==> config.mk <==
export PLATFORM = sky130hd
export DESIGN_NAME = svi_iso_feedthru_pipe
export DESIGN_NICKNAME = d
export VERILOG_FILES = /design/src/rtl/svi_iso_feedthru_pipe.sv
export SDC_FILE = /design/constraint.sdc
export NUM_CORES = 1
export LEC_CHECK = 0
export CAP_MARGIN = 30
export CORE_MARGIN = 2
export CORE_UTILIZATION = 46
export DETAILED_ROUTE_END_ITERATION = 8
export PLACE_DENSITY = 0.85
export SLEW_MARGIN = 0
export SYNTH_ARGS = -nofsm -noshare
export SYNTH_HDL_FRONTEND = slang
export SYNTH_SLANG_ARGS = --single-unit
export TNS_END_PERCENT = 100
==> constraint.sdc <==
create_clock -name ck -period 1.3 [get_ports ck]
set_input_delay 0.26 -clock ck [delete_from_list [all_inputs] [get_ports ck]]
set_output_delay 0.26 -clock ck [all_outputs]
set_load 0.1 [all_outputs]
==> src/rtl/svi_iso_feedthru_pipe.sv <==
// Multi-channel retiming feedthrough between power domains with an isolation handshake.
// In-flight data is drained before iso_ack is granted, and outputs are clamped while isolated.
module svi_iso_feedthru_pipe #(
   parameter int               N_CH       = 2,
   parameter int               WIDTH      = 4,
   parameter int               DEPTH      = 2,
   parameter logic [WIDTH-1:0] CLAMP_VAL  = '0,
   parameter int               SETTLE_CYC = 4
) (
   input  logic                    ck,
   input  logic                    arst,
   input  logic [N_CH-1:0]         src_valid,
   input  logic [N_CH*WIDTH-1:0]   src_data,
   input  logic                    iso_req,
   output logic                    iso_ack,
   output logic [N_CH-1:0]         dst_valid,
   output logic [N_CH*WIDTH-1:0]   dst_data,
   output logic                    busy,
   output logic                    iso_viol
);

   localparam int CW = (SETTLE_CYC > 0) ? $clog2(SETTLE_CYC + 1) : 1;

   typedef enum logic [1:0] {
      RUN   = 2'd0,
      DRAIN = 2'd1,
      ISO   = 2'd2,
      WAKE  = 2'd3
   } state_t;

   state_t                 state_q;
   logic [CW-1:0]          cnt_q;
   logic                   iso_ack_q;
   logic                   viol_q;

   logic [N_CH-1:0]        vld_q [DEPTH];
   logic [N_CH*WIDTH-1:0]  dat_q [DEPTH];

   logic                   accept;
   logic                   any_vld;
   logic                   pass;

   assign accept = (state_q == RUN);
   assign pass   = (state_q == RUN) || (state_q == DRAIN);

   // Data is captured every cycle regardless of valid; only the valid bits are gated.
   always_ff @(posedge ck or negedge arst) begin
      if (!arst) begin
         for (int k = 0; k < DEPTH; k++) begin
            vld_q[k] <= '0;
            dat_q[k] <= '0;
         end
      end else begin
         vld_q[0] <= src_valid & {N_CH{accept}};
         dat_q[0] <= src_data;
         for (int k = 1; k < DEPTH; k++) begin
            vld_q[k] <= vld_q[k-1];
            dat_q[k] <= dat_q[k-1];
         end
      end
   end

   always_comb begin
      any_vld = 1'b0;
      for (int k = 0; k < DEPTH; k++) begin
         any_vld = any_vld | (|vld_q[k]);
      end
   end

   always_ff @(posedge ck or negedge arst) begin
      if (!arst) begin
         state_q   <= WAKE;
         cnt_q     <= '0;
         iso_ack_q <= 1'b1;
         viol_q    <= 1'b0;
      end else begin
         if ((|src_valid) && (state_q != RUN)) begin
            viol_q <= 1'b1;
         end
         case (state_q)
            RUN: begin
               if (iso_req) begin
                  state_q <= DRAIN;
               end
            end
            DRAIN: begin
               // Drain completes even if iso_req drops meanwhile.
               if (!any_vld) begin
                  state_q   <= ISO;
                  iso_ack_q <= 1'b1;
               end
            end
            ISO: begin
               if (!iso_req) begin
                  state_q <= WAKE;
                  cnt_q   <= '0;
               end
            end
            WAKE: begin
               if (iso_req) begin
                  state_q <= ISO;
                  cnt_q   <= '0;
               end else if (cnt_q == CW'(SETTLE_CYC)) begin
                  state_q   <= RUN;
                  iso_ack_q <= 1'b0;
               end else begin
                  cnt_q <= cnt_q + 1'b1;
               end
            end
            default: begin
               state_q   <= WAKE;
               cnt_q     <= '0;
               iso_ack_q <= 1'b1;
            end
         endcase
      end
   end

   genvar gi;
   generate
      for (gi = 0; gi < N_CH; gi++) begin : g_out
         assign dst_valid[gi]                 = pass & vld_q[DEPTH-1][gi];
         assign dst_data[gi*WIDTH +: WIDTH]   = pass ? dat_q[DEPTH-1][gi*WIDTH +: WIDTH] : CLAMP_VAL;
      end
   endgenerate

   assign iso_ack  = iso_ack_q;
   assign busy     = any_vld;
   assign iso_viol = viol_q;

endmodule

==> qor.yml <==
crit_path_max_incr_delay_ns: 0.43
crit_fanout: 2
synth-seq-cells: 27
num_antenna_cells: 0
routabilityCongestion: 0.656
port_buffers: 25
firstDrtPassIters: 4
clockBufferDepth: 2
path_class: "flop to output pin"
violations: "negative setup slack"
power.switching_mw: 1.19
p_clk_share_pct: 12.0
dieArea_mm2: 0.00252
gr-usage-all-layers_pct: 19.1
synth_fa_ha_area_share_pct: 2.55
die_x_um: 50.2
swShare_pct: 41.1
period_needed_ns: 1.63
nets: 127
synth_xor_area_share_pct: 0
fin_setup_tns_ns: -2.68
hpwlAfterDp_mm: 1.50
power_frac_comb_pct: 52.0
outcome: "finished with violations"
cts_tree: "done"
drt_iter0_drc: 12
grt_pass1_wl_mm: 3.44
clock_skew_ns: 0.00526
multi_input_area_um2: 359
fin_ws_ns: -0.325
hold_path.class: "input port to asynchronous set/reset pin"
cts-root-buf: "clkbuf_4"
placed_area_mm2: 0.00153
power.density_mw_per_mm2: 1810
whs_ns: 0.274
clock_sink_count: 27
critPathArrivalTime_ns: 1.37
worstSetupStartpointType: "flop"
hold_viol_final: 0
drc: 0
vias: 692
power.leakage_nw: 0.727
drv_cap: 0
routed_wirelength_mm: 2.05
cp_cell_sequence: "nor4_4 > inv_1 > buf_12"
overflow: 0
seqPwrFrac_pct: 36.0
die_height_um: 50.2
avgViaCountPerCell: 5.01
reg2reg_depth: 4
insertion_delay_ns: 0.32
final_cell_area_mm2: 0.00160
antenna_found_initial: 0
synth-seq-area-share_pct: 69.3
drv_slew: 0
synth_top_family_by_area: "simple AND/OR/NAND/NOR gates"
fillers: 106
slew_headroom_pct: 84.1
finalCritPeriodShare_pct: 125
fp.coreArea_mm2: 0.00198
required_ns: 1.04
yosys-mux-area-fraction_pct: 1.02
seq_area_um2: 679
crit_family: "flip-flops"
syn_inst: 74
synth_nets: 89
rsz0062_at_grt: "true"
postCtsHoldBufs: 0
placementRows: 16
synth-simple-area-share_pct: 15.8
io_pins: 26
ys_types: 21
synth_warnings: 0
crit_buf_inv: 2
grt_max_degree: 28
htree_levels: 1
p_int_mw: 1.71
cts_made_buffers: 3
worst_ir_drop_vdd_v: 0.00117
tightest_slew_ns: 0.236
grt_pass1_vias: 807
utilization_pct: 80.8
ant_nets: 0
critPathSlowestCell: "dfrtp_1"
start_util_pct: 49.4
avgSynthCellArea_um2: 13.2
max_freq_mhz: 615
path_depth: 3
synth-compound-area-share_pct: 8.81
clkSlewWorstSetupHoldPaths_ns: 0.13
setup_violations: 12
end_kind: "output pin"
syn_area_um2: 980
wl_per_cell_um: 14.9
syn2layout_area_growth_pct: 63.5
drive_above_1_share_pct: 36.9
[final timing paths]
path	from	slack, ns	to
worst min-delay path	arst	0.27	dat_q[9]
worst min register to register	dat_q[15]	0.36	dat_q[7]
worst max-delay path	vld_q[3]	-0.33	busy
min in group ck	src_data[1]	0.36	dat_q[9]
worst max register to register	vld_q[3]	0.03	state_q[0]
max in group asynchronous	arst	0.80	state_q[1]
[cells in the mapped netlist (all sizes together)]
| cell type | n | area [um^2] |
|---|---|---|
| a21oi | 2 | 10.0 |
| a31oi | 2 | 12.5 |
| a32o | 1 | 10.0 |
| and2 | 2 | 12.5 |
| and3 | 1 | 6.26 |
| clkbuf | 2 | 8.75 |
| dfrtp | 24 | 601 |
| dfstp | 3 | 78.8 |
| ha | 2 | 25.0 |
| inv | 4 | 15.0 |
| mux2i | 1 | 10.0 |
| nand2 | 2 | 7.51 |
| nand2b | 2 | 12.5 |
| nand3 | 1 | 5.00 |
| nor2 | 4 | 15.0 |
| nor2b | 12 | 75.1 |
| nor4 | 1 | 21.3 |
| o21ai | 4 | 20.0 |
| o21bai | 1 | 7.51 |
| o2bb2ai | 3 | 26.3 |
[placed cells by master (no fill, tap or decap)]
cell and instances:
a21oi_1 2, a31oi_1 2, a32o_1 1, and2_1 2
and3_1 1, buf_12 15, buf_4 6, buf_6 2
clkbuf_1 1, clkbuf_4 3, clkdlybuf4s50_1 12, dfrtp_1 24
dfstp_2 3, ha_1 2, inv_1 4, mux2i_1 1
nand2_1 2, nand2b_1 2, nand3_1 1, nor2_1 4
nor2b_1 1, nor2b_4 11, nor4_4 1, o21ai_0 3
o21ai_1 1, o21bai_1 1, o2bb2ai_1 3
[power by group through the flow]
| stage | registers (mW) | logic, mW | clock network [mW] |
|---|---|---|---|
| detailed placement | 1.06 | 1.40 | 0 |
| global placement | 1.05 | 1.36 | 0 |
| CTS | 1.04 | 1.46 | 0.361 |
| finish | 1.04 | 1.51 | 0.346 |
| floorplan | 1.12 | 0.810 | 0 |
| global route | 1.05 | 1.58 | 0.397 |
[registers in the layout, summed over array words and instances, names as in the netlist]
| register | flops |
|---|---|
| state_q | 2 |
| dat_q | 16 |
| vld_q | 4 |
| cnt_q | 3 |
| iso_ack | 1 |
| iso_viol | 1 |
[metal layers]
metal / part of all wire, % / global-route usage (%)
met1: 36 / 19.9
met2: 56 / 34.2
met3: 5.0 / 3.87
met4: 3.7 / 12.5
met5: 0 / 0
[cell families after synthesis]
group	Yosys count
fa+ha+maj	2
flops	27
simple gates	25
mux	1
buf+inv	6
compound gates	13
[stage by stage]
stage	total power, mW	std cells	worst slack [ns]
4_1_cts	2.86	135	-0.324
3_5_place_dp	2.46	130	-0.0519
6_report	2.89	138	-0.325
5_1_grt	3.03	138	-0.368
2_1_floorplan	1.93	74	-0.0647
3_3_place_gp	2.41	130	0.0263
[what timing repair did]
action | in CTS | in global routing
buffers inserted | 1 | 3
endpoints found under the setup margin | 12 | 16
resized for setup | 2 | 2
[final cells by class]
class,count,area share [%]
repair buffers,35,30.5
inverters,4,0.937
clock buffers,4,1.64
multi-input cells,41,22.4
flip-flops and latches,27,42.4
well taps,27,2.11
Power figures use the tool's default switching activity.
